**config.mk**
```make
export PLATFORM = sky130hd
export DESIGN_NAME = usb_seg_dma
export DESIGN_NICKNAME = d
export VERILOG_FILES = /design/src/rtl/usb_seg_pkg.sv /design/src/rtl/usb_seg_check.sv /design/src/rtl/usb_seg_dma.sv
export SDC_FILE = /design/constraint.sdc
export NUM_CORES = 1
export LEC_CHECK = 0
export BUFFER_PORTS_ARGS = -buffer_cell sky130_fd_sc_hd__buf_2
export CORE_MARGIN = 2
export CORE_UTILIZATION = 45
export DETAILED_ROUTE_END_ITERATION = 12
export HOLD_SLACK_MARGIN = 0.06
export PLACE_DENSITY = 0.7
export SLEW_MARGIN = 10
export SYNTH_ARGS = -nofsm -noshare
export SYNTH_HDL_FRONTEND = slang
export SYNTH_SLANG_ARGS = --single-unit
```
**constraint.sdc**
```tcl
create_clock -name clk -period 5.34 [get_ports clk]
set_input_delay 0.534 -clock clk [delete_from_list [all_inputs] [get_ports clk]]
set_output_delay 0.534 -clock clk [all_outputs]
set_load 0.005 [all_outputs]
```
**src/rtl/usb_seg_pkg.sv**
```systemverilog
// Shared types and field layout for the segmented GPIF2 <-> memory DMA bridge.
package usb_seg_pkg;

  typedef enum logic [3:0] {
    DIR_IN  = 4'h4,
    DIR_OUT = 4'h8
  } dir_e;

  typedef enum logic [3:0] {
    ST_OK      = 4'd0,
    ST_BAD_SEG = 4'd1,
    ST_BAD_DIR = 4'd2,
    ST_RANGE   = 4'd3,
    ST_SHORT   = 4'd4
  } status_e;

  localparam int unsigned CMD_SEG_LSB = 0;
  localparam int unsigned CMD_DIR_LSB = 4;
  localparam int unsigned CMD_LEN_LSB = 8;
  localparam int unsigned CMD_LEN_W   = 24;
  localparam int unsigned RESP_W      = 32;

  function automatic logic [RESP_W-1:0] pack_resp(input status_e st, input logic [3:0] seg,
                                                  input logic [23:0] words_done);
    return {st, seg, words_done};
  endfunction

endpackage

```
**src/rtl/usb_seg_check.sv**
```systemverilog
// Combinational command validation: segment/direction/range decode and length resolution.
module usb_seg_check
  import usb_seg_pkg::*;
#(
  parameter int unsigned DATA_W  = 32,
  parameter int unsigned ADDR_W  = 26,
  parameter int unsigned NUM_SEG = 6,
  parameter int unsigned LEN_W   = 24,
  parameter logic [NUM_SEG-1:0][ADDR_W-1:0] SEG_SIZE = '0
) (
  input  logic [3:0]       seg,
  input  logic [3:0]       dir,
  input  logic [LEN_W-1:0] len,
  input  logic [LEN_W-1:0] off,
  output status_e          status,
  output logic [LEN_W-1:0] len_res
);

  localparam int unsigned BYTES = DATA_W / 8;
  localparam int unsigned CW    = (ADDR_W > LEN_W + 1) ? ADDR_W : LEN_W + 1;

  logic              seg_ok;
  logic [ADDR_W-1:0] size_b;
  logic [CW-1:0]     size_w;
  logic [CW-1:0]     off_w;
  logic [CW-1:0]     len_w;
  logic [CW-1:0]     end_w;

  always_comb begin
    seg_ok = 1'b0;
    size_b = '0;
    for (int unsigned i = 1; i < NUM_SEG; i++) begin
      if (seg == 4'(i)) begin
        seg_ok = 1'b1;
        size_b = SEG_SIZE[i];
      end
    end
    size_w  = CW'(size_b / ADDR_W'(BYTES));
    off_w   = CW'(off);
    // size-off may wrap when off > size; the off >= size test below rejects that case first
    len_w   = (len == '0) ? (size_w - off_w) : CW'(len);
    end_w   = off_w + len_w;
    len_res = LEN_W'(len_w);

    if (!seg_ok)                              status = ST_BAD_SEG;
    else if (dir != DIR_IN && dir != DIR_OUT) status = ST_BAD_DIR;
    else if (off_w >= size_w || end_w > size_w) status = ST_RANGE;
    else                                      status = ST_OK;
  end

endmodule

```
**src/rtl/usb_seg_dma.sv**
```systemverilog
// Command-driven bridge moving words between GPIF2 streams and a segmented memory map,
// returning one status word per command.
module usb_seg_dma
  import usb_seg_pkg::*;
#(
  parameter int unsigned DATA_W  = 32,
  parameter int unsigned ADDR_W  = 26,
  parameter int unsigned NUM_SEG = 6,
  parameter int unsigned LEN_W   = 24,
  parameter logic [NUM_SEG-1:0][ADDR_W-1:0] SEG_BASE = '0,
  parameter logic [NUM_SEG-1:0][ADDR_W-1:0] SEG_SIZE = '0
) (
  input  logic              clk,
  input  logic              rst,
  input  logic [DATA_W-1:0] cmd_tdata,
  input  logic              cmd_tvalid,
  output logic              cmd_tready,
  output logic [DATA_W-1:0] resp_tdata,
  output logic              resp_tvalid,
  output logic              resp_tlast,
  input  logic              resp_tready,
  input  logic [DATA_W-1:0] tx_tdata,
  input  logic              tx_tvalid,
  input  logic              tx_tlast,
  output logic              tx_tready,
  output logic [DATA_W-1:0] rx_tdata,
  output logic              rx_tvalid,
  output logic              rx_tlast,
  input  logic              rx_tready,
  output logic [ADDR_W-1:0] mem_addr,
  output logic              mem_wr,
  output logic [DATA_W-1:0] mem_wr_data,
  input  logic              mem_wr_ready,
  output logic              mem_rd,
  input  logic [DATA_W-1:0] mem_rd_data,
  input  logic              mem_rd_valid
);

  localparam int unsigned BYTES = DATA_W / 8;

  typedef enum logic [2:0] {
    S_IDLE,
    S_HDR1,
    S_CHECK,
    S_XFER_OUT,
    S_XFER_IN,
    S_RESP
  } state_e;

  state_e            state, state_nx;
  logic [3:0]        seg_q;
  logic [3:0]        dir_q;
  logic [LEN_W-1:0]  len_q;
  logic [LEN_W-1:0]  off_q;
  logic [ADDR_W-1:0] ptr;
  logic [LEN_W-1:0]  remaining;
  logic [23:0]       done;
  status_e           status_q;
  status_e           chk_status;
  logic [LEN_W-1:0]  chk_len;
  logic [ADDR_W-1:0] seg_base;
  logic [ADDR_W-1:0] addr_cur;
  logic              cmd_take;
  logic              beat;
  logic              rem_last;

  usb_seg_check #(
    .DATA_W  (DATA_W),
    .ADDR_W  (ADDR_W),
    .NUM_SEG (NUM_SEG),
    .LEN_W   (LEN_W),
    .SEG_SIZE(SEG_SIZE)
  ) u_check (
    .seg    (seg_q),
    .dir    (dir_q),
    .len    (len_q),
    .off    (off_q),
    .status (chk_status),
    .len_res(chk_len)
  );

  always_comb begin
    seg_base = '0;
    for (int unsigned i = 1; i < NUM_SEG; i++) begin
      if (seg_q == 4'(i)) seg_base = SEG_BASE[i];
    end
    addr_cur = seg_base + ptr * ADDR_W'(BYTES);
  end

  assign cmd_take = cmd_tvalid & cmd_tready;
  assign beat     = mem_wr | mem_rd;
  assign rem_last = (remaining == LEN_W'(1));

  always_ff @(posedge clk) begin
    if (rst) state <= S_IDLE;
    else     state <= state_nx;
  end

  always_comb begin
    state_nx = state;
    case (state)
      S_IDLE:     if (cmd_take) state_nx = S_HDR1;
      S_HDR1:     if (cmd_take) state_nx = S_CHECK;
      S_CHECK: begin
        if (chk_status != ST_OK)  state_nx = S_RESP;
        else if (dir_q == DIR_OUT) state_nx = S_XFER_OUT;
        else                       state_nx = S_XFER_IN;
      end
      S_XFER_OUT: if (beat && (rem_last || tx_tlast)) state_nx = S_RESP;
      S_XFER_IN:  if (beat && rem_last) state_nx = S_RESP;
      S_RESP:     if (resp_tready) state_nx = S_IDLE;
      default:    state_nx = S_IDLE;
    endcase
  end

  always_comb begin
    cmd_tready  = 1'b0;
    resp_tdata  = '0;
    resp_tvalid = 1'b0;
    resp_tlast  = 1'b0;
    tx_tready   = 1'b0;
    rx_tdata    = '0;
    rx_tvalid   = 1'b0;
    rx_tlast    = 1'b0;
    mem_addr    = '0;
    mem_wr      = 1'b0;
    mem_wr_data = '0;
    mem_rd      = 1'b0;
    case (state)
      // ready is masked while rst is held so nothing looks accepted during reset
      S_IDLE, S_HDR1: cmd_tready = ~rst;
      S_XFER_OUT: begin
        tx_tready   = mem_wr_ready;
        mem_wr      = tx_tvalid & mem_wr_ready;
        mem_wr_data = mem_wr ? tx_tdata : '0;
        mem_addr    = addr_cur;
      end
      S_XFER_IN: begin
        rx_tvalid = mem_rd_valid;
        mem_rd    = mem_rd_valid & rx_tready;
        rx_tdata  = mem_rd_valid ? mem_rd_data : '0;
        rx_tlast  = mem_rd_valid & rem_last;
        mem_addr  = addr_cur;
      end
      S_RESP: begin
        resp_tvalid = 1'b1;
        resp_tlast  = 1'b1;
        resp_tdata  = DATA_W'(pack_resp(status_q, seg_q, done));
      end
      default: ;
    endcase
  end

  always_ff @(posedge clk) begin
    if (rst) begin
      seg_q     <= '0;
      dir_q     <= '0;
      len_q     <= '0;
      off_q     <= '0;
      ptr       <= '0;
      remaining <= '0;
      done      <= '0;
      status_q  <= ST_OK;
    end else begin
      if (state == S_IDLE && cmd_take) begin
        seg_q <= cmd_tdata[CMD_SEG_LSB +: 4];
        dir_q <= cmd_tdata[CMD_DIR_LSB +: 4];
        len_q <= LEN_W'(cmd_tdata[CMD_LEN_LSB +: CMD_LEN_W]);
      end
      if (state == S_HDR1 && cmd_take) off_q <= cmd_tdata[LEN_W-1:0];
      if (state == S_CHECK) begin
        ptr       <= ADDR_W'(off_q);
        remaining <= chk_len;
        done      <= '0;
        status_q  <= chk_status;
      end
      if (beat) begin
        ptr       <= ptr + ADDR_W'(1);
        remaining <= remaining - LEN_W'(1);
        done      <= done + 24'd1;
        if (state == S_XFER_OUT && tx_tlast && !rem_last) status_q <= ST_SHORT;
      end
    end
  end

endmodule
```
==> reports/results.env <==
WORSTSETUPENDPOINT='state[0]'
DRIVE_ABOVE_1_SHARE_PCT=22.2
MOSTFREQUENTLAYOUTCELL='buf_2'
MIN_PERIOD_NS=5.03
SYNTH_CELL_TYPES=74
R2R-START='off_q[10]'
STATUS='finished clean'
POSTLAYOUTCOREUTIL_PCT=55.2
SYN2LAYOUT_AREA_GROWTH_PCT=21.6
TIMING_WORST_SETUP_PATH_TYPE='flop to flop'
LAYOUT.CELL_AREA.NON_FILLER_UM2=11100
NUMBER_OF_ENABLE_FLIP_FLOP_CELLS_AFTER_SYNTHESIS=0
DIE_AREA_UM2=21400
TIMING.REG2REG.WORST_PATH_DEPTH=16
GRT_PASS1_VIAS=8571
OVERFLOW=0
ROUTE.DETAILED.WL_PER_INST_UM=18.2
YOSYSTOPAREACELL='dfxtp_1'
ITERATION_0_DRC_COUNT_OF_THE_DETAILED_ROUTER=1058
DESIGN.CORE.AREA_UM2=20000
FIN_TOTAL_PWR_W=0.00261
POSTPLACECELLAREA_UM2=10400
YS_SEQ_AREA_SHARE_PCT=29.7
PLACE_CONGESTION=0.940
SETUP_SLACK_NS=0.315
REG2REG_SLACK_NS=0.31
LAYOUT.CELLS.MOST_COMMON_LIST='buf_2, nand2_1, dfxtp_1'
CTS_MADE_BUFFERS=17
FINALMAXSLEWVIOLATIONS=0
TIMING.FINAL.CRIT_SHARE_PCT=94.1
STATIC_LEAKAGE_nW=5.05
DRT_PASS1_ITERATIONS=5
FINAL-INSTANCE-COUNT-EXCL-FILL=1705
FINALHOLDVIOLCOUNT=0
ANTENNA_VIOLATING_NETS_POST_ROUTE=0
WORST_CLOCK_SKEW_NS=0.0119
CLOCK_TREE_BUF_DEPTH=2
PRE_CTS_SLACK_NS=0.168
CRIT_PATH_END_KIND='flop'
FIRST_PASS_GRT_WIRE_LENGTH_MM=47.8
CRIT_START='off_q[10]'
ANTENNA_FOUND_INITIAL=3
GRT_START_MAX_NET_PINS=83
REMAINING_DRC_ERRORS=0
DIE_WIDTH_UM=146
PIN_COUNT=235
AVERAGE_INSTANCE_AREA_AFTER_SYNTHESIS_UM2=7.41
FINALWIRELENGTH_MM=31.1
DETAIL_ROUTE.VIAS_PER_CELL=5.83
GRT_USAGE_PCT=27.7
CRITICAL_PATH.REG2REG.ENDPOINT='state[0]'
CRITICAL_PATH_PEAK_FANOUT=11
SLEW-LIMIT-HEADROOM_PCT=29.8
SHARE_OF_ASYNC_SETTABLE_OR_ASYNC_RESETTABLE_FLOPS_AFTER_SYNTHESIS_PCT=0
IRDROPWORSTVDD_V=0.000236
DOMINANTREGCELLSYNTH='dfxtp_1'
DIE_H_UM=146
ROUTE.VIAS.TOTAL=9942
CLK-INSERTION-DELAY-LATE_NS=0.42
SYNTH.CELL_AREA_UM2=9100
CTS_NUM_SINKS=135
CTS.HOLD.BUFFERS_ADDED=0
CRIT_ARRIVAL_NS=5.32
YOSYS.AREA.TOP_TYPE_SHARE_PCT=29.7
NETS=1555
TIMING.FINAL.SETUP_VIOLATIONS=0
DP.FINAL_HPWL_MM=23.2
WORST_EP_REQUIRED_TIME_NS=5.64
FILLCELLCOUNT=1973
POST_SYNTH_INST_COUNT=1229
CTS.CLK_SLEW.WORST_PATHS_NS=0.07
CTS_TREE='yes'
MAX_H_TREE_LEVEL=4
YS_TOP_CELLS_BY_AREA='dfxtp_1, and2_1, a21oi_1'
WORST_HOLD_PATH_TYPE='primary input to flop'
INITIAL_CORE_UTIL_PCT=45.4
NUMPORTBUFFERS=232
ACHIEVABLE-FREQUENCY_MHz=199
YOSYSWARNINGCOUNT=0
TIGHTEST_SLEW_NS=1.05
P_PER_AREA_nW_PER_UM2=236
SYNTH_SEQ_CELLS=135
MAX_CAP_VIOL_COUNT=0
PLACE.DETAILED.INSTANCES=1669
CTSROOTBUFFERMASTER='clkbuf_16'
ROW_COUNT=52
CRITPATHLAUNCHTYPE='flop'
[metrics by stage]
step	setup TNS (ns)	hold WS (ns)
global route	-0.0766	0.350
global placement	0	0.446
finish	0	0.349
CTS	0	0.338
floorplan	0	0.417
detailed placement	0	0.446
[cell type report]
type,count,area (µm²),share of cell area [%]
Clock inverter,14,161,1.46
Inverter,18,67.6,0.611
Timing Repair Buffer,253,1320,11.9
Antenna cell,3,7.51,0.0678
Multi-Input combinational cell,994,6040,54.6
Sequential cell,135,2700,24.4
Tap cell,270,338,3.05
Clock buffer,18,429,3.88
[timing repair]
item	CTS	global route
resized for setup	0	4
buffers inserted	0	1
endpoints found under the setup margin	0	5
[worst min path at each step]
stage                              from     endpoint  slack [ns]  cells after the start
after floorplan             status_q[1]  status_q[1]        0.42                      2
after global placement      status_q[1]  status_q[1]        0.45                      2
after detailed placement    status_q[1]  status_q[1]        0.45                      2
after CTS                 cmd_tdata[28]    len_q[20]        0.34                      3
after global routing      cmd_tdata[28]    len_q[20]        0.35                      3
final                     cmd_tdata[28]    len_q[20]        0.35                      3
[cell families after synthesis]
family | count (synthesis) | share of synthesized area (%)
other cells | 1 | 0.0412
compound gates | 304 | 21.4
fa+ha+maj | 31 | 4.34
buf+inv | 101 | 4.50
xor+xnor | 34 | 3.27
simple gates | 583 | 32.2
flops | 135 | 29.7
mux | 40 | 4.52
[registers in the layout, indices dropped and copies added (netlist names)]
signal / flops
done: 24
off_q: 24
len_q: 24
dir_q: 4
remaining: 24
state: 3
seg_q: 4
status_q: 4
ptr: 24
[cells in the mapped netlist, drive strengths merged (3+ instances only)]
cell type and n:
a2111oi 3, a211o 3, a211oi 8, a21o 28, a21oi 115, a221oi 9, a22oi 9, a31o 5
a31oi 12, and2 93, and3 44, and4 5, buf 8, clkbuf 75, dfxtp 135, ha 30
inv 18, mux2 9, mux2i 31, nand2 149, nand2b 5, nand3 46, nand4 20, nor2 123
nor2b 3, nor3 36, nor4 18, o211ai 21, o21a 9, o21ai 38, o21bai 3, o22ai 4
o311ai 5, o31ai 12, or2 8, or3 13, or4 13, xnor2 20, xor2 14
[power by group]
part	internal (W)	switching (W)	leakage [nW]	total, W
logic	0.000148	0.000224	3.68	0.000371
registers	0.00103	0.0000275	1.09	0.00105
clock network	0.000700	0.000484	0.285	0.00118
total	0.00187	0.000735	5.05	0.00261
[critical path, cell delays in order (launching register included)]
cell       delay, ns
dfxtp_1         0.39
or4_4           0.58
or4_4           0.46
or3_1           0.36
xor2_1          0.16
a21o_1          0.21
ha_1            0.42
a21oi_1         0.34
o21ai_0         0.23
o21bai_1        0.22
a211o_1         0.32
o21ba_2         0.22
a2111oi_2       0.37
nand4_1         0.13
buf_4           0.18
nor3_1          0.19
a21oi_1         0.10
[layer usage]
metal	global-route usage, %	vias to the layer above	share of wire [%]
met5	0	-	0.045
met3	4.53	38	8.4
met1	41.5	4651	46
met4	6.55	2	1.9
li1	-	4809	-
met2	41.4	442	44
Power figures use the tool's default switching activity.
